## src/rtl/cp0_exc_ctrl.sv

```systemverilog
// ---------------------------------------------------------------------------
// cp0_exc_ctrl
//
// Coprocessor-0 exception/interrupt controller for the P7 pipeline.
// Holds SR (12), Cause (13), EPC (14) and PRId (15). It raises a one-cycle
// redirect request when an exception or an enabled interrupt arrives and
// records the victim state. It serves mtc0/mfc0 and supplies the eret
// return address.
//
// Ports:
//   clk          rising-edge system clock
//   reset        asynchronous reset, active low
//   en           mtc0 write enable (M stage)
//   cp0_addr     CP0 register number for read and write
//   cp0_wdata    mtc0 write data
//   cp0_rdata    mfc0 read data (combinational, pre-write value)
//   vpc          PC of the instruction in M stage
//   bd_in        victim sits in a branch delay slot
//   exc_code_in  pipeline exception code, 0 = none
//   hw_int       level-sensitive hardware interrupt lines
//   eret         eret instruction in M stage
//   req          redirect/flush request (combinational)
//   epc_out      current EPC, the eret return target (combinational)
// ---------------------------------------------------------------------------
module cp0_exc_ctrl #(
  parameter logic [31:0] PRID = 32'h0000_2024
) (
  input  logic        clk,
  input  logic        reset,
  input  logic        en,
  input  logic [4:0]  cp0_addr,
  input  logic [31:0] cp0_wdata,
  output logic [31:0] cp0_rdata,
  input  logic [31:0] vpc,
  input  logic        bd_in,
  input  logic [4:0]  exc_code_in,
  input  logic [5:0]  hw_int,
  input  logic        eret,
  output logic        req,
  output logic [31:0] epc_out
);

  localparam logic [4:0] ADDR_SR    = 5'd12;
  localparam logic [4:0] ADDR_CAUSE = 5'd13;
  localparam logic [4:0] ADDR_EPC   = 5'd14;
  localparam logic [4:0] ADDR_PRID  = 5'd15;

  // SR fields
  logic [5:0]  im_q, im_d;
  logic        exl_q, exl_d;
  logic        ie_q, ie_d;
  // Cause fields
  logic        bd_q, bd_d;
  logic [5:0]  ip_q, ip_d;
  logic [4:0]  exc_code_q, exc_code_d;
  // EPC
  logic [31:0] epc_q, epc_d;

  logic int_req;
  logic exc_req;

  // Both request sources are masked by EXL, so a handler is never re-entered
  // and req lasts a single cycle per event.
  always_comb begin
    int_req = (|(hw_int & im_q)) & ie_q & ~exl_q;
    exc_req = (exc_code_in != 5'd0) & ~exl_q;
    req     = int_req | exc_req;
  end

  always_comb begin
    im_d       = im_q;
    exl_d      = exl_q;
    ie_d       = ie_q;
    bd_d       = bd_q;
    exc_code_d = exc_code_q;
    epc_d      = epc_q;
    // Pending interrupts are visible regardless of masks.
    ip_d       = hw_int;

    if (req) begin
      // Taking the event wins over any same-cycle mtc0 or eret.
      exl_d      = 1'b1;
      exc_code_d = int_req ? 5'd0 : exc_code_in;
      bd_d       = bd_in;
      epc_d      = bd_in ? (vpc - 32'd4) : vpc;
    end else begin
      if (en) begin
        case (cp0_addr)
          ADDR_SR: begin
            im_d  = cp0_wdata[15:10];
            exl_d = cp0_wdata[1];
            ie_d  = cp0_wdata[0];
          end
          ADDR_EPC: epc_d = cp0_wdata;
          default: ;
        endcase
      end
      // Placed after the SR write so eret's EXL clear takes precedence.
      if (eret) begin
        exl_d = 1'b0;
      end
    end
  end

  always_ff @(posedge clk or negedge reset) begin
    if (!reset) begin
      im_q       <= '0;
      exl_q      <= 1'b0;
      ie_q       <= 1'b0;
      bd_q       <= 1'b0;
      ip_q       <= '0;
      exc_code_q <= '0;
      epc_q      <= '0;
    end else begin
      im_q       <= im_d;
      exl_q      <= exl_d;
      ie_q       <= ie_d;
      bd_q       <= bd_d;
      ip_q       <= ip_d;
      exc_code_q <= exc_code_d;
      epc_q      <= epc_d;
    end
  end

  // Reads return current register contents; a same-cycle write is not
  // forwarded.
  always_comb begin
    cp0_rdata = 32'd0;
    case (cp0_addr)
      ADDR_SR:    cp0_rdata = {16'd0, im_q, 8'd0, exl_q, ie_q};
      ADDR_CAUSE: cp0_rdata = {bd_q, 15'd0, ip_q, 3'd0, exc_code_q, 2'd0};
      ADDR_EPC:   cp0_rdata = epc_q;
      ADDR_PRID:  cp0_rdata = PRID;
      default:    cp0_rdata = 32'd0;
    endcase
  end

  assign epc_out = epc_q;

endmodule

```

## config.mk

```make
export PLATFORM = sky130hd
export DESIGN_NAME = cp0_exc_ctrl
export DESIGN_NICKNAME = d
export VERILOG_FILES = /design/src/rtl/cp0_exc_ctrl.sv
export SDC_FILE = /design/constraint.sdc
export NUM_CORES = 1
export LEC_CHECK = 0
export BUFFER_PORTS_ARGS = -buffer_cell sky130_fd_sc_hd__clkbuf_2
export CAP_MARGIN = 20
export CORE_ASPECT_RATIO = 0.5
export CORE_UTILIZATION = 48
export DETAILED_ROUTE_END_ITERATION = 8
export GPL_TIMING_DRIVEN = 0
export PLACE_DENSITY = 0.82
export SLEW_MARGIN = 5
export SYNTH_ARGS = -nofsm -noshare
export SYNTH_HDL_FRONTEND = slang
export SYNTH_SLANG_ARGS = --single-unit
```

## constraint.sdc

```tcl
create_clock -name clk -period 2.7 [get_ports clk]
set_input_delay 0.54 -clock clk [delete_from_list [all_inputs] [get_ports clk]]
set_output_delay 0.54 -clock clk [all_outputs]
set_load 0.03 [all_outputs]
```

==> run summary, run 1 <==
In the final layout, flip-flops and latches occupy 1300 um2. The tools report the remaining number of nets flagged by the antenna check after routing as 0. The count of nets after finishing is 576, and the largest net degree at the start of global routing is 53.

The clock share of power was 0.194; the site row count was 20. The area growth from synthesis to layout is 32.5%. Setup repair after global routing left no endpoint under its margin.

After clock tree synthesis, the clock-pin slew on the worst setup and hold paths is 70 ps. The clock skew was 3.47 ps; the share of final-layout standard cells stronger than drive strength 1 was 0.369. Counting cells, the worst reg-to-reg path comes to 7. The peak fanout along the critical path is 18. The number of fill cells is 528.

The run finished with clean final reports. For the amount of wire on met2 after detailed routing, the log shows 4.50 mm. The tightest min-delay check is of the in2async type. The pin slew with the least headroom to its limit works out to 753 ps. Counting tap cells, the placed design contains a total of 571 instances.

The startpoint type of the worst setup path is an input port. Traced cell by cell, the critical path runs through clkbuf_1 -> nor2b_2 -> nor2b_4 -> buf_12 -> and2_1 -> clkbuf_2. The post-route worst setup slack is 207 ps.

Measured along the x axis, the die boundary spans 119 um. The static leakage power was 2.31 nW. The initial DRC count came out at 135.

Across the run, the number of max-cap violations was 0. For the worst-skew pair, the clock arrives at the later sink with an insertion delay of 290 ps. The area of the core came out at 6330 um2. OpenSTA, run right after detailed placement, puts the worst setup slack at -650 ps. The critical path's largest stage delay was 390 ps; the areal power density over the cells was 894 nW/um2.

During synthesis, Yosys emitted a total of 0 warnings. The vias after detailed routing is 3,107, and the number of global-route vias before repair is 2,926. The analysis attributes to net switching a power of 1.70 mW.

For the count of unresolved DRC violations after routing, the log shows 0. Switching share of total power: 0.436. In the final layout, the multi-input gates occupy 1920 um2.

The startpoint identified for the worst register-to-register timing path is im_q[1]$_DFFE_PN0P_. The tools report the total global routing track utilization as 0.259. Detailed routing placed a total of 522 um of wire on met3. The design draws 3.90 mW. Summed over all nets, the half-perimeter wirelength after detailed placement is 6.98 mm. The path length in cells of the critical path came out at 6. In this run, synthesis produced a sequential element count of 52.

The final count of hold timing violations is 0, and the average wire per cell in the routed design is 15.7 um. The count of final max-slew check failures was 0. The post-route minimum period was 2490 ps. A synthesized cell averages 9.82 um2. At the end of routability-driven placement, the weighted congestion stood at 0.845.

Cell at the slowest stage of the critical path: nor2b_2. Initial antenna violation count: 0. The run gives 0.351 as the sequential group share of total power. Highest metal layer used by the detailed router: met4. Number of iterations in the first detailed-routing pass: 4. For the proportion of synthesized chip area in sequential cells, the log shows 0.396. In the layout the commonest cells are 148 x clkbuf_2, 58 x mux2i_1, 52 x dfrtp_1, 32 x nor2_1, 21 x xnor2_1. The most common cell after layout, fill and taps aside was clkbuf_2.

In this run the tool buffered the top-level ports with 148 buffer cells. The critical path is of the in2out type. The capturing point of the worst reg2reg path is im_q[1]$_DFFE_PN0P_. The share of the clock period used by the worst path came out at 0.923. The cell family contributing the most delay on the critical path is simple AND/OR/NAND/NOR gates. The run gives 0.444 mV as the worst IR drop on VDD. After the flow finishes, the layout carries non-filler instances totaling 579. The critical path buffer and inverter count was 3; the combinational fraction of design power was 0.455.

Synthesis produced 335 cells. The tools report the full die area as 7210 um2. The relative max-transition margin was 0.498. The floorplan step set the die height to 60.5 um.

For the first-pass GRT wire length, the log shows 14.3 mm. TritonCTS built the clock tree. The highest clock frequency the design can meet is 0.401 GHz.

The run gives 2 as the number of buffers on the longest clock path. The cell sitting at the root of the clock tree is a clkbuf_16. The number of antenna diodes in the final layout is 0.

The routed via count divided by cell count was 5.37. Once layout is done, the placed cells without fillers occupy 4360 um2. When the netlist entered floorplanning its net count stood at 421.

At the worst endpoint, the required time is 2160 ps. The total setup violations reported at the end of the flow was 0; the initial cell density of the core was 0.519. The TritonCTS sink count is 52.

After detailed routing, the wire length on met1 is 4.04 mm. The global-route congestion overflow total came out at 0. The tools report the H-tree level count as 2. The wire length after detailed routing was 9.12 mm; the number of library cell types mapped by synthesis was 47. The placed instances occupy a cell area of 4140 um2. The tools report the data arrival time of the critical path as 1950 ps.

STA classifies the critical path endpoint as an output port. After synthesis the cells add up to 3290 um2. The I/O pin total was 150. The internal power contribution came out at 2.20 mW. In this run the register-to-register setup slack is 590 ps. The number of clock buffers added by TritonCTS is 5.
-- worst reg2reg max path, stage by stage (launching register included) --
cell	delay [ps]
dfrtp_1	400
a22o_1	270
o31ai_4	360
o21a_1	150
buf_2	150
inv_2	120
nor2_8	200
mux2_1	340
-- Yosys cell counts (all sizes together) --
library cell  instances  area share
or3                   6       0.013
o21ai                10       0.015
nand4                 1      0.0019
dfrtp                52        0.40
clkbuf                7      0.0080
and2                 18       0.034
a211oi                1      0.0023
xnor2                21       0.056
and4bb                1      0.0038
nor3                 17       0.026
o21a                  1      0.0023
nand3b                2      0.0046
or4b                  2      0.0061
nor2                 33       0.043
inv                   4      0.0046
nand4b                1      0.0027
xor2                  6       0.016
ha                    1      0.0038
nand2b                1      0.0019
buf                   9       0.014
o41ai                 1      0.0027
nor3b                 1      0.0023
nor2b                 6       0.011
o31ai                 2      0.0061
nand2                20       0.023
mux2                  8       0.027
o211ai                1      0.0023
mux2i                58        0.18
a21oi                19       0.029
a22oi                 6       0.014
nor4                  8       0.024
nor4b                 1      0.0046
or2                   1      0.0019
or4                   2      0.0057
o21bai                1      0.0023
nand3                 3      0.0046
a22o                  3      0.0080
-- cell families (layout without fill, tap and decap cells) --
kind of cell,count (synthesis),count (layout),synth area share
compound gates,45,45,0.0837
xor+xnor,27,27,0.0719
fa+ha+maj,1,1,0.00380
buf+inv,20,176,0.0270
flops,52,52,0.396
mux,66,66,0.204
simple gates,124,124,0.214
-- per-stage QoR --
stage	hold slack, ps	util	TNS [ps]
after global routing	366	0.688	0
after floorplan	244	-	0
after global placement	462	0.654	-8690
after CTS	364	0.683	0
after detailed placement	478	0.654	-7960
final	327	0.688	0
-- repair_timing --
action | 4_1_cts | 5_1_grt
resized for setup | 3 | 3
hold buffers | 0 | 0
setup endpoints to repair | 18 | 4
setup buffers | 0 | 1
-- registers in the layout, summed over array words and instances, names as in the netlist --
register    count
ie_q            1
im_q            6
exc_code_q      5
ip_q            6
epc_out        32
exl_q           1
bd_q            1
-- layer usage --
metal  GRT usage  up-vias
li1            -     1505
met1       0.339     1501
met2       0.453       95
met3      0.0432        6
met4      0.0814        0
met5           0        -
-- area by class of cell --
cell class / instances / share of cell area
Multi-Input combinational cell: 263 / 0.440
Buffer: 15 / 0.0164
Clock inverter: 2 / 0.00891
Tap cell: 88 / 0.0253
Inverter: 4 / 0.00345
Clock buffer: 6 / 0.0319
Timing Repair Buffer: 149 / 0.175
Sequential cell: 52 / 0.299
-- power groups by stage --
stage	sequential [mW]	clock (mW)	combinational (mW)
after floorplan	1.80	0	0.760
after global placement	1.36	0	1.74
after detailed placement	1.38	0	1.77
after CTS	1.37	0.770	1.77
after global routing	1.41	0.801	1.92
final	1.37	0.756	1.77
-- worst max path at each step --
stage	startpoint	end	slack (ps)
after detailed placement	cp0_addr[1]	cp0_rdata[22]	-650
after global routing	im_q[1]$_DFFE_PN0P_	req	100
final	cp0_addr[1]	cp0_rdata[19]	210
after global placement	cp0_addr[1]	cp0_rdata[18]	-680
after floorplan	cp0_addr[1]	cp0_rdata[13]	190
after CTS	im_q[1]$_DFFE_PN0P_	req	90
No activity file was read; power rests on OpenSTA's default activity.
==> run 2: changes to the inputs <==
MAX_ROUTING_LAYER = met4   (was unset)
==> run summary, run 2 (synthesis gave the netlist of run 1 again) <==
The run finished with clean final reports. The static leakage power is 2.31 nW (unchanged), and the data arrival time of the critical path is 1950 ps (about the same). TritonCTS built the clock tree. The site row count was 20 (unchanged); the global-route congestion overflow total was 0 (unchanged). For the relative max-transition margin, the log shows 0.489 (-0.00897). The routed via count divided by cell count is 5.35 (-0.29%).

The critical path buffer and inverter count works out to 3 (unchanged). The count of nets after finishing was 576 (unchanged). The peak-usage layer in the global routing report was met2. Setup repair after global routing left no endpoint under its margin. The initial cell density of the core is 0.519 (unchanged). The post-route total power was 3.90 mW (+0.11%). Category of the most critical setup path: in2out. The pin slew with the least headroom to its limit works out to 767 ps (+13.5 ps). Share of final-layout standard cells stronger than drive strength 1: 0.369 (unchanged). The final estimated routing congestion in global placement was 0.858 (+1.6%); the met1 track demand over resource in global routing was 0.338 (-0.00178).

The worst IR drop on VDD came out at 0.444 mV (+0.12%). The vias after detailed routing is 3,098 (-0.29%). For the area of the core, the log shows 6330 um2 (unchanged).

The horizontal extent of the die works out to 119 um (unchanged). For the number of buffers on the longest clock path, the log shows 2 (unchanged). STA classifies the critical path startpoint as an input port.

The run gives 14.3 mm (about the same) as the first-pass GRT wire length. The floorplan die height is 60.5 um (unchanged), and the average wire per cell in the routed design is 15.9 um (+0.79%). The areal power density over the cells was 895 nW/um2 (+0.11%). The routing usage on met3 came out at 0.0395 (-0.00376).

The wire length after detailed routing is 9.19 mm (+0.79%), and the count of final max-slew check failures is 0 (unchanged). The tools report the remaining number of nets flagged by the antenna check after routing as 0 (unchanged). The post-route minimum period came out at 2490 ps (+1.15 ps). Path length in cells of the critical path: 6 (unchanged). Final antenna diode count: 0 (unchanged).

The required time of the critical path was 2160 ps (about the same). The tools report the master cell of the clock root buffer as clkbuf_16. The tools report the number of iterations in the first detailed-routing pass as 4 (unchanged). The final core utilization is 0.688 (unchanged). The slowest stage of the critical path is the nor2b_2 cell.

The I/O pin total is 150 (unchanged). The share of the clock period used by the worst path is 0.924 (about the same), and the total setup violations reported at the end of the flow is 0 (unchanged). The worst reg2reg path depth came out at 7 (unchanged). The library cell used most frequently in the layout, excluding fill and tap cells, is clkbuf_2. The logs give 5 (unchanged) for the TritonCTS buffer count and 52 (unchanged) for the TritonCTS sink count. The number of flip-flops under the largest register name was 32 (unchanged); the count of unresolved DRC violations after routing was 0 (unchanged). The run gives 0 (unchanged) as the hold-fix buffer count after cts. In this run the worst hold path is classified as in2async.

The sum of net half-perimeters after detailed placement was 6.98 mm (unchanged); the post-synthesis to final-layout area growth was 32.5% (unchanged). STA classifies the critical path endpoint as an output port. The peak fanout along the critical path was 18 (unchanged); the clock skew was 3.74 ps (+0.271 ps). Clock latency at the later pin of the worst-skew pair: 290 ps (about the same). The run gives 53 (unchanged) as the largest net degree at the start of global routing.

The final design instance area without fill is 4360 um2 (unchanged). The tools report the total global routing track utilization as 0.268 (+0.00854). Met2 capacity usage during global routing: 0.457 (+0.00332). The top cell family by delay on the critical path is simple AND/OR/NAND/NOR gates. The H-tree level count is 2 (unchanged), and the clock transition at the register clock pins on the worst setup and hold paths after CTS is 70 ps (about the same). The run gives 0.401 GHz (about the same) as the highest clock frequency the design can meet.

The logs give 0 (unchanged) for the final count of hold timing violations and 2,926 (unchanged) for the number of global-route vias before repair. Full die area: 7210 um2 (unchanged). The library cells used most frequently in the layout, excluding fill and tap cells, are 148 x clkbuf_2, 58 x mux2i_1, 52 x dfrtp_1, 32 x nor2_1, 21 x xnor2_1. The tools report the placed instance area as 4140 um2 (unchanged). The initial antenna violation count was 0 (unchanged); the max-capacitance violation count was 0 (unchanged). The critical path's largest stage delay came out at 390 ps (about the same). Traced cell by cell, the critical path runs through clkbuf_1 -> nor2b_2 -> nor2b_4 -> buf_12 -> and2_1 -> clkbuf_2. The number of port buffers is 148 (unchanged), and the initial DRC count is 129 (-4.4%).
[run 2: cell counts in the layout (fill, tap and decap cells not counted)]
No cell type changed its count.
[run 2: cell type report]
type,count,area (um2)
Fill cell,528,1980
Timing Repair Buffer,149,763
Clock inverter,2,38.8
Inverter,4,15.0
Buffer,15,71.3
Tap cell,88,110
Clock buffer,6,139
Multi-Input combinational cell,263,1920
Sequential cell,52,1300
[run 2: path summary, 6_finish.rpt]
kind / start / endpoint / slack [ps]
setup / recovery: cp0_addr[1] / cp0_rdata[19] / 210
hold / removal: reset / epc_out[23]$_DFFE_PN0P_ / 330
setup reg to reg: im_q[1]$_DFFE_PN0P_ / im_q[1]$_DFFE_PN0P_ / 580
hold reg to reg: exc_code_q[0]$_DFFE_PN0P_ / exc_code_q[0]$_DFFE_PN0P_ / 490
max in group asynchronous: reset / epc_out[0]$_DFFE_PN0P_ / 1850
min in group clk: hw_int[4] / ip_q[4]$_DFF_PN0_ / 370
[run 2: stage by stage]
step                TNS [ps]  hold slack (ps)  setup slack [ps]  cells
global route               0              366              95.5    579
global placement       -8690              462              -680    571
finish                     0              332               206    579
detailed placement     -7960              478              -650    571
floorplan                  0              244               195    335
CTS                        0              364              88.2    578
[run 2: timing repair]
item	CTS	global route
resized for setup	3	3
setup endpoints to repair	18	4
setup buffers	0	1
pin swaps	0	0
[run 2: where the power goes]
group          leakage (nW)  total (mW)  switching (mW)  internal [mW]
clock                0.0871       0.757           0.292          0.465
sequential            0.614        1.37           0.260           1.11
combinational          1.60        1.77            1.15          0.624
total                  2.31        3.90            1.70           2.20
[run 2: per-layer routing]
layer,wire length [um],vias to the layer above
li1,-,1503
met1,4080,1498
met2,4540,91
met3,504,6
met4,63,0
met5,0,-
==> run 3: changes to the inputs <==
ABC_AREA = 1   (was unset)
CORE_UTILIZATION = 49   (was 48)
PLACE_DENSITY = 0.81   (was 0.82)
==> run summary, run 3 <==
The logs give 4.23 mW (+8.4%) for the post-route total power and 4,158 (+34%) for the vias after detailed routing. In the layout the commonest cells are 177 x nand2_1, 148 x clkbuf_2, 90 x inv_1, 82 x nor2_1, 52 x dfrtp_1. The buffer count from post-CTS setup fixing was 0 (unchanged); the TritonCTS buffer count was 5 (unchanged). The I/O pin total is 150 (unchanged). The flow ran to the end, and the final reports show no timing, DRC or antenna violations. The logs give 19.5 mm (+36%) for the first-pass GRT wire length and 0 (unchanged) for the global-route congestion overflow total. The tools report the number of nets in the synthesized netlist as 661 (+57%).

The run gives 950 ps (+370 ps) as the setup slack of the worst register-to-register path. The tree is rooted in a clkbuf_16. The run gives 300 ps (about the same) as the clock latency at the later pin of the worst-skew pair. The initial cell density of the core is 0.529 (+0.0100), and the average wire per cell in the routed design is 14.3 um (-9.8%). The clock share of power was 0.157 (-0.037). The logs give 7.60 ps (+3.86 ps) for the clock skew and 2.13 mW (-3.1%) for the internal power contribution. TritonCTS built the clock tree.

The number of non-filler instances in the completed layout is 823 (+42%), and the number of fill cells is 665 (+26%). The critical path in this run is classified as in2out. The flip-flop and latch count after synthesis was 52 (unchanged).

The run gives 5 (+1) as the number of iterations in the first detailed-routing pass. The max-capacitance violation count was 0 (unchanged); the proportion of synthesized chip area in sequential cells was 0.353 (-0.0427). Switching power of the nets: 2.10 mW (+23%).

The floorplan die height came out at 63.3 um (+4.6%). The horizontal extent of the die is 125 um (+4.7%), and the data arrival time of the critical path is 1940 ps (about the same). The final estimated routing congestion in global placement is 0.934 (+8.9%).

The tools report the summed instance area of the synthesized netlist as 3690 um2 (+12%). The critical path capture point type was an output port. The tools report the static leakage power as 2.67 nW (+16%). Ranked by total cell area, the synthesized netlist is headed by dfrtp_1 35%, nand2_1 18%, inv_1 9.2%.

The number of synthesized flops with an enable pin works out to 0 (unchanged). For the site row count, the log shows 21 (+5.0%). Beginning of the critical path: cp0_addr[3]. The tools report the final count of hold timing violations as 0 (unchanged). For the total setup violations reported at the end of the flow, the log shows 0 (unchanged). The last element of the critical path was cp0_rdata[14]. The share of final-layout standard cells stronger than drive strength 1 came out at 0.265 (-0.103). The tightest min-delay check is of the in2async type. The required time of the critical path is 2160 ps (about the same). STA classifies the critical path startpoint as an input port. The switching share of total power works out to 0.496 (+0.0599). For the final antenna diode count, the log shows 0 (unchanged). The initial antenna violation count was 0 (unchanged); the post-cts sizing count was 0 (-3). The pin slew with the least headroom to its limit is 749 ps (-18.1 ps), and the proportion of netlist area held by the largest area contributor is 0.353 (-0.0427). The worst register-to-register path begins at im_q[1]$_DFFE_PN0P_.

The combinational fraction of design power came out at 0.522 (+0.067). By count the netlist is led by 177 x nand2_1, 90 x inv_1, 82 x nor2_1, 52 x dfrtp_1, 38 x nand3_1. The TritonCTS sink count came out at 52 (unchanged). The number of flip-flops under the largest register name came out at 32 (unchanged). Yosys instantiated no cell more often than nand2_1. The tools report the number of library cell types mapped by synthesis as 38 (-19%). The largest total area in the synthesized netlist belongs to dfrtp_1. The logs give 3,943 (+35%) for the number of global-route vias before repair and 9.40 mm (+35%) for the sum of net half-perimeters after detailed placement. The worst reg2reg path depth came out at 10 (+3). The post-synthesis to final-layout area growth is 27.4%, and the hold-fix buffer count after cts is 0 (unchanged). The worst IR drop on VDD is 0.440 mV (-0.99%). The number of port buffers is 148 (unchanged).

The tools report the count of nets after finishing as 816 (+42%). For the cell count after placement, the log shows 815 (+43%). The library cell used most frequently in the layout, excluding fill and tap cells, is nand2_1. The relative max-transition margin came out at 0.501 (+0.0120).

The post-route minimum period is 2480 ps (-15.4 ps), and the count of final max-slew check failures is 0 (unchanged). For the number of warning messages in the yosys log, the log shows 0 (unchanged). The tools report the full die area as 7890 um2 (+9.6%).

Area of the core: 6960 um2 (+10%). The final core utilization came out at 0.674 (-0.0137). The worst register-to-register path ends at epc_out[13]$_DFFE_PN0P_.

The total global routing track utilization is 0.325 (+0.0574), and the clock transition at the register clock pins on the worst setup and hold paths after CTS is 80 ps (about the same). The share of the clock period used by the worst path came out at 0.918 (-0.00569). The synthesized area divided by synthesized cell count was 6.41 um2 (-35%); the instance count of the mapped netlist was 575 (+72%). The share of flip-flops with an asynchronous set or reset after synthesis works out to 1.00 (unchanged). Setup repair after global routing left no endpoint under its margin. The H-tree level count is 2 (unchanged), and the routed via count divided by cell count is 5.05 (-5.6%).

The logs give 0 ps (unchanged) for the accumulated negative setup slack and 288 (+120%) for the initial DRC count. The wire length after detailed routing came out at 11.8 mm (+28%). The logs give 0.321 (-0.030) for the sequential group share of total power and 0 (unchanged) for the count of unresolved DRC violations after routing. The largest net degree at the start of global routing was 53 (unchanged); the peak fanout along the critical path was 10 (-8). Among all flip-flop cells after synthesis, the most frequent one is dfrtp_1.

The remaining number of nets flagged by the antenna check after routing is 0 (unchanged), and the areal power density over the cells is 901 nW/um2 (+0.56%). The number of buffers on the longest clock path is 2 (unchanged). The tools report the highest clock frequency the design can meet as 0.403 GHz (+0.62%).
[run 3: cell type report]
class	instances	area (um2)	area share
flip-flops and latches	52	1300	0.277
repair buffers	148	743	0.158
multi-input cells	412	1930	0.410
clock buffers	5	125	0.0267
well taps	92	115	0.0245
clock inverters	3	25.0	0.00533
inverters	95	357	0.0760
plain buffers	16	103	0.0219
[run 3: worst max-delay path: stages]
cell and delay, ps:
clkbuf_2 80, nand2_1 90, nor2_2 50, nand2_2 200, buf_1 580, o211ai_1 180, clkbuf_2 220
[run 3: cell families (layout without fill, tap and decap cells)]
kind of cell               count (synthesis)  after routing  share of synthesized area
AOI/OAI and AO/OA                         66             66                     0.0995
xor gates and xnor gates                  14             14                     0.0333
adders and majority gates                  1              1                    0.00339
buffers and inverters                    111            267                      0.125
DFF                                       52             52                      0.353
and+or+nand+nor                          331            331                      0.386
[run 3: worst min path at each step]
| stage | endpoint | from | slack [ps] |
|---|---|---|---|
| 4_1_cts | epc_out[30]$_DFFE_PN0P_ | reset | 350 |
| 2_1_floorplan | bd_q$_DFFE_PN0P_ | reset | 240 |
| 6_report | epc_out[28]$_DFFE_PN0P_ | reset | 300 |
| 5_1_grt | ip_q[2]$_DFF_PN0_ | hw_int[2] | 350 |
| 3_5_place_dp | epc_out[30]$_DFFE_PN0P_ | epc_out[30]$_DFFE_PN0P_ | 490 |
| 3_3_place_gp | epc_out[28]$_DFFE_PN0P_ | epc_out[28]$_DFFE_PN0P_ | 490 |
[run 3: power by group through the flow]
stage	combinational, mW	clock (mW)	sequential [mW]
after CTS	2.20	0.673	1.35
after global routing	2.45	0.708	1.40
after detailed placement	2.20	0	1.36
after floorplan	1.03	0	1.80
after global placement	2.16	0	1.35
final	2.20	0.666	1.36
[run 3: stage by stage]
stage                     hold WS (ps)  cell area, um2  setup WS [ps]
final                              300            4690            221
after global routing               350            4690            122
after CTS                          351            4690            275
after detailed placement           491            4540            278
after global placement             486            4540            316
after floorplan                    244            3690            598
[run 3: layer usage]
| layer | vias to the layer above | GRT usage | routed length, um |
|---|---|---|---|
| met5 | - | - | 0 |
| met4 | 0 | 0.0527 | 99 |
| met2 | 145 | 0.488 | 5030 |
| met3 | 10 | 0.0603 | 722 |
| li1 | 2081 | - | - |
| met1 | 1922 | 0.463 | 5930 |
